==> src/rtl/iter_shift_unit_pkg.sv <==
// Shared encodings for the iterative shift unit and its single-step shifter:
// shift operation codes and controller state codes.
package shift_pkg;

  typedef enum logic [1:0] {
    SH_PASS = 2'b00,
    SH_LSL  = 2'b01,
    SH_LSR  = 2'b10,
    SH_ASR  = 2'b11
  } sh_op_e;

  typedef enum logic [1:0] {
    ST_IDLE  = 2'b00,
    ST_SHIFT = 2'b01,
    ST_DONE  = 2'b10
  } st_e;

endpackage

==> src/rtl/iter_shift_unit_if.sv <==
// Start/done handshake and operand/result bus of the iterative shift unit.
// The master (controller) issues start/op/amount/din; the slave (shift unit)
// returns busy/done/dout.
interface iter_shift_unit_if #(
  parameter int N  = 16,
  parameter int AW = 4
);
  logic          start;
  logic [1:0]    op;
  logic [AW-1:0] amount;
  logic [N-1:0]  din;
  logic          busy;
  logic          done;
  logic [N-1:0]  dout;

  modport master (
    output start, op, amount, din,
    input  busy, done, dout
  );

  modport slave (
    input  start, op, amount, din,
    output busy, done, dout
  );
endinterface

==> src/rtl/iter_shift_unit_shifter.sv <==
// Single-step shifter: moves b by one bit position according to the op code.
// Left fills the LSB with 0, logical right fills the MSB with 0, arithmetic
// right replicates the MSB; pass returns b unchanged.
module shifter
  import shift_pkg::*;
#(
  parameter int m = 2,
  parameter int n = 16
) (
  input  logic [m-1:0] shift,
  input  logic [n-1:0] b,
  output logic [n-1:0] y
);

  // One-position shift selected by the op code
  always_comb begin
    y = b;
    case (sh_op_e'(shift[1:0]))
      SH_LSL:  y = {b[n-2:0], 1'b0};
      SH_LSR:  y = {1'b0, b[n-1:1]};
      SH_ASR:  y = {b[n-1], b[n-1:1]};
      default: y = b;
    endcase
  end

endmodule

==> src/rtl/iter_shift_unit.sv <==
// Multi-cycle shift unit: shifts an N-bit operand by 0..2^AW-1 positions,
// one bit per clock through the single-step shifter, with a start/done
// handshake. busy covers SHIFT and DONE; done pulses for one cycle when dout
// holds the result, and dout keeps it until the next accepted start.
// Optional build macro ITER_SHIFT_FAST_EN: the full shift is applied in one
// cycle (barrel form) and the unit goes straight from IDLE to DONE.
module iter_shift_unit
  import shift_pkg::*;
#(
  parameter int N  = 16,
  parameter int AW = 4
) (
  input  logic              clk,
  input  logic              reset,
  iter_shift_unit_if.slave  bus
);

  st_e           state_q;
  sh_op_e        op_q;
  logic [AW-1:0] count_q;
  logic [N-1:0]  dout_q;
  logic          busy_q;
  logic          done_q;
  logic [N-1:0]  step_d;

`ifdef ITER_SHIFT_FAST_EN
  // Whole-amount shift of the operand, same fill rules as the 1-bit step
  function automatic logic [N-1:0] barrel(input sh_op_e op,
                                          input logic [N-1:0] d,
                                          input logic [AW-1:0] amt);
    logic [N-1:0] r;
    case (op)
      SH_LSL:  r = d << amt;
      SH_LSR:  r = d >> amt;
      SH_ASR:  r = N'($signed(d) >>> amt);
      default: r = d;
    endcase
    return r;
  endfunction
`endif

  shifter #(
    .m(2),
    .n(N)
  ) u_step (
    .shift(op_q),
    .b    (dout_q),
    .y    (step_d)
  );

  // Controller FSM with result register, step counter and registered status
  always_ff @(posedge clk or posedge reset) begin
    if (reset) begin
      state_q <= ST_IDLE;
      op_q    <= SH_PASS;
      count_q <= '0;
      dout_q  <= '0;
      busy_q  <= 1'b0;
      done_q  <= 1'b0;
    end else begin
      case (state_q)
        ST_IDLE: begin
          if (bus.start) begin
            op_q   <= sh_op_e'(bus.op);
            busy_q <= 1'b1;
`ifdef ITER_SHIFT_FAST_EN
            dout_q  <= barrel(sh_op_e'(bus.op), bus.din, bus.amount);
            count_q <= '0;
            state_q <= ST_DONE;
            done_q  <= 1'b1;
`else
            dout_q  <= bus.din;
            count_q <= bus.amount;
            // Nothing to iterate for pass or a zero amount
            if ((bus.amount != '0) && (sh_op_e'(bus.op) != SH_PASS)) begin
              state_q <= ST_SHIFT;
              done_q  <= 1'b0;
            end else begin
              state_q <= ST_DONE;
              done_q  <= 1'b1;
            end
`endif
          end
        end
        ST_SHIFT: begin
          dout_q  <= step_d;
          count_q <= count_q - 1'b1;
          // SHIFT is only entered with count >= 1, so this never underflows
          if (count_q == AW'(1)) begin
            state_q <= ST_DONE;
            done_q  <= 1'b1;
          end
        end
        ST_DONE: begin
          state_q <= ST_IDLE;
          busy_q  <= 1'b0;
          done_q  <= 1'b0;
        end
        default: begin
          state_q <= ST_IDLE;
          busy_q  <= 1'b0;
          done_q  <= 1'b0;
        end
      endcase
    end
  end

  assign bus.busy = busy_q;
  assign bus.done = done_q;
  assign bus.dout = dout_q;

endmodule

==> src/flat_wrapper.sv <==
// flat-port wrapper written by rule: the top's interface ports become plain ports
module iter_shift_unit_flat import shift_pkg::*;
#(
  parameter int N  = 16,
  parameter int AW = 4
)
  (clk, reset, bus_start, bus_op, bus_amount, bus_din, bus_busy, bus_done, bus_dout);
  iter_shift_unit_if #(.N(N), .AW(AW)) bus_i ();
  input  logic clk;
  input  logic reset;
  input wire logic [$bits(bus_i.start)-1:0] bus_start;
  input wire logic [$bits(bus_i.op)-1:0] bus_op;
  input wire logic [$bits(bus_i.amount)-1:0] bus_amount;
  input wire logic [$bits(bus_i.din)-1:0] bus_din;
  output wire logic [$bits(bus_i.busy)-1:0] bus_busy;
  output wire logic [$bits(bus_i.done)-1:0] bus_done;
  output wire logic [$bits(bus_i.dout)-1:0] bus_dout;
  assign bus_i.start = bus_start;
  assign bus_i.op = bus_op;
  assign bus_i.amount = bus_amount;
  assign bus_i.din = bus_din;
  assign bus_busy = bus_i.busy;
  assign bus_done = bus_i.done;
  assign bus_dout = bus_i.dout;
  iter_shift_unit #(.N(N), .AW(AW)) u_core (.clk(clk), .reset(reset), .bus(bus_i));
endmodule
==> config.mk <==
export PLATFORM = sky130hd
export DESIGN_NAME = iter_shift_unit_flat
export DESIGN_NICKNAME = d
export VERILOG_FILES = /design/src/rtl/iter_shift_unit_pkg.sv /design/src/rtl/iter_shift_unit_if.sv /design/src/rtl/iter_shift_unit_shifter.sv /design/src/rtl/iter_shift_unit.sv /design/src/flat_wrapper.sv
export SDC_FILE = /design/constraint.sdc
export NUM_CORES = 1
export LEC_CHECK = 0
export BUFFER_PORTS_ARGS = -buffer_cell sky130_fd_sc_hd__buf_2
export CAP_MARGIN = 20
export CORE_MARGIN = 4
export CORE_UTILIZATION = 52
export CTS_CLUSTER_DIAMETER = 200
export DETAILED_ROUTE_END_ITERATION = 8
export GPL_TIMING_DRIVEN = 1
export PLACE_DENSITY_LB_ADDON = 0.1
export SKIP_LAST_GASP = 1
export SYNTH_ARGS = -nofsm -noshare
export SYNTH_HDL_FRONTEND = slang
export SYNTH_HIERARCHICAL = 1
export SYNTH_SLANG_ARGS = --single-unit
==> constraint.sdc <==
create_clock -name clk -period 1.8 [get_ports clk]
set_input_delay 0.18 -clock clk [delete_from_list [all_inputs] [get_ports clk]]
set_output_delay 0.18 -clock clk [all_outputs]
set_load 0.01 [all_outputs]
==> results_dict.tcl <==
set metrics [dict create \
    io_buffers 42 \
    finalCritPeriodShare_pct 78.1 \
    clkLatencyLatePin_ps 320 \
    dpl.hpwl_um 2540 \
    drive_above_1_share_pct 29.6 \
    synth_seq_cells 25 \
    mostFrequentLayoutCells "buf_2 (42), mux2i_1 (30), nand2_1 (30)" \
    final_util_pct 61.7 \
    outcome "complete, no violations" \
    grt.overflow.total 0 \
    worst-path-buf-inv 0 \
    synth_top_area_cell "dfrtp_1" \
    critPathMaxStageDelay_ps 520 \
    grt_max_degree 36 \
    area_growth_pct 14.1 \
    post_cts_buffers 0 \
    hold_viol_final 0 \
    die_w_um 64.4 \
    setup-tns-final_ps 0 \
    grtUsageTotal_pct 18.2 \
    drv_slew 0 \
    row_count 20 \
    synth.top_cell.area_share_pct 37.9 \
    hp-class "input pin to flop" \
    start_kind "flop" \
    drc 0 \
    n_antenna_cell 0 \
    syn_area_per_cell_um2 9.66 \
    coreArea_um2 3050 \
    slew_headroom_pct 76.7 \
    antenna_found_initial 0 \
    hold_buffers 1 \
    netlist_instances 171 \
    critPathKind "flop to flop" \
    yosys-top-cells-area "dfrtp_1 (38%), mux2i_1 (18%), nand2_1 (6.8%), o21ai_1 (5.2%), o21ai_0 (4.2%)" \
    fin_nets 241 \
    drt_iter0_drc 68 \
    placedCellCount 252 \
    critical_path.top_delay_family "flip-flops" \
    htreeDepth 1 \
    peakVddDrop_v 0.000921 \
    drtPass1Iterations 4 \
    path_cells "nand2b_1 -> nor2_1 -> mux2_2" \
    cts_root_buf "clkbuf_4" \
    cts-resized-gates 0 \
    cts_buffers 3 \
    gp_congestion 0.933 \
    rsz0062_at_grt "no" \
    rrSetupSlack_ps 390 \
    ys_warn_count 6 \
    worst_pin_slew_ps 349 \
    p_leak_uw 0.000945 \
    grt_pass1_wl_um 6070 \
    io_pins 43 \
    drt_wl_total_um 3490 \
    avgViaCountPerCell 5.31 \
    setup_violations 0 \
    finClkSkew_ps 8.33 \
    clk_pin_slew_ps 140 \
    cts.sinks 25 \
    period_minus_slack_ps 1410 \
    cts_tree "built" \
    ys_seq_area_share_pct 37.9 \
    cp_max_fo 11 \
    grt_pass1_vias 1349 \
    ys_types 36 \
    worst_ep_required_time_ps 2030 \
    cp-end-kind "flop" \
    total_power_uw 3560 \
    drv_cap 0 \
    wl_per_cell_um 13.6 \
    critPathArrivalTime_ps 1630 \
    syn_nets 198 \
    final_common_cell "buf_2" \
    cpMaxStageDelayCell "dfrtp_1" \
    instances_no_fill 257 \
    dieArea_um2 4140 \
    die_y_um 64.4 \
    drt.antenna.violating_nets 0 \
    max_freq_mhz 712 \
    via_count 1365 \
    initial_core_util_pct 54.1 \
    synthesis.area_um2 1650 \
    clockBufferDepth 2 \
    power_density_nw_per_um2 1890 \
]
==> Yosys cell counts (all sizes together) <==
cell type  count
o22a           3
dfrtp         25
nand2         30
nor3b          1
inv            5
mux2i         30
and2b          1
o22ai          3
o221a          1
ha             2
a21o           1
nand3b         1
and3b          1
buf           10
or3            1
nor2b          1
mux2           3
o211ai         1
nand2b         1
a22o           3
or2b           1
or4            1
o21ai         31
clkbuf         2
o21bai         1
a21oi          4
and3           1
nor2           6
==> registers in the layout, indices dropped and copies added (netlist names) <==
signal,cells
u_core/state_q,1
u_core/count_q,4
u_core/op_q,2
u_core/bus.dout,16
u_core/bus.done,1
u_core/bus.busy,1
==> area by class of cell <==
type | count | area [um^2]
fillers | 279 | 1170
multi-input cells | 129 | 873
inverters | 5 | 18.8
well taps | 44 | 55.1
flip-flops and latches | 25 | 626
repair buffers | 50 | 285
clock buffers | 4 | 26.3
==> worst reg2reg max path: stages, from the launching register on <==
cell and delay [ps]:
dfrtp_1 520, nand2b_1 260, nor2_1 190, mux2_2 360
==> logic make-up after synthesis <==
family                     after synthesis  share of synthesized area (%)
AOI/OAI and AO/OA                       48                           17.8
and+or+nand+nor                         46                           13.3
muxes                                   33                           20.2
DFF                                     25                           37.9
buffers and inverters                   17                           9.24
adders and majority gates                2                           1.51
==> per-stage QoR <==
step	cell area [um^2]	hold slack [ps]	setup WS (ps)
after floorplan	1650	207	456
after global placement	1850	242	465
after detailed placement	1850	263	399
after CTS	1880	84.5	378
after global routing	1880	64.5	300
final	1880	90.8	395
==> per-layer routing <==
layer / vias up / GRT usage [%] / share of wire (%) / wire length [um]
met2: 40 / 32.7 / 48 / 1670
met5: - / 0 / 0 / 0
met3: 4 / 2.28 / 5.4 / 187
met1: 632 / 22.7 / 46 / 1600
li1: 689 / - / - / -
met4: 0 / 5.28 / 0.89 / 31
==> final timing paths <==
kind | from | to | cells past startpoint
hold reg to reg | u_core/bus.busy | u_core/bus.busy | 2
min in group asynchronous | reset | u_core/bus.dout[13] | 4
setup / recovery | u_core/bus.done | u_core/op_q[0] | 3
hold / removal | bus_op[1] | u_core/op_q[1] | 2
max in group asynchronous | reset | u_core/bus.dout[6] | 4
setup reg to reg | u_core/bus.done | u_core/op_q[0] | 3
==> report_power, final <==
part / internal, uW / switching (uW) / total, uW
logic: 1030 / 1080 / 2110
registers: 847 / 340 / 1190
clock network: 86.7 / 174 / 261
total: 1970 / 1590 / 3560
Power figures use the tool's default switching activity.
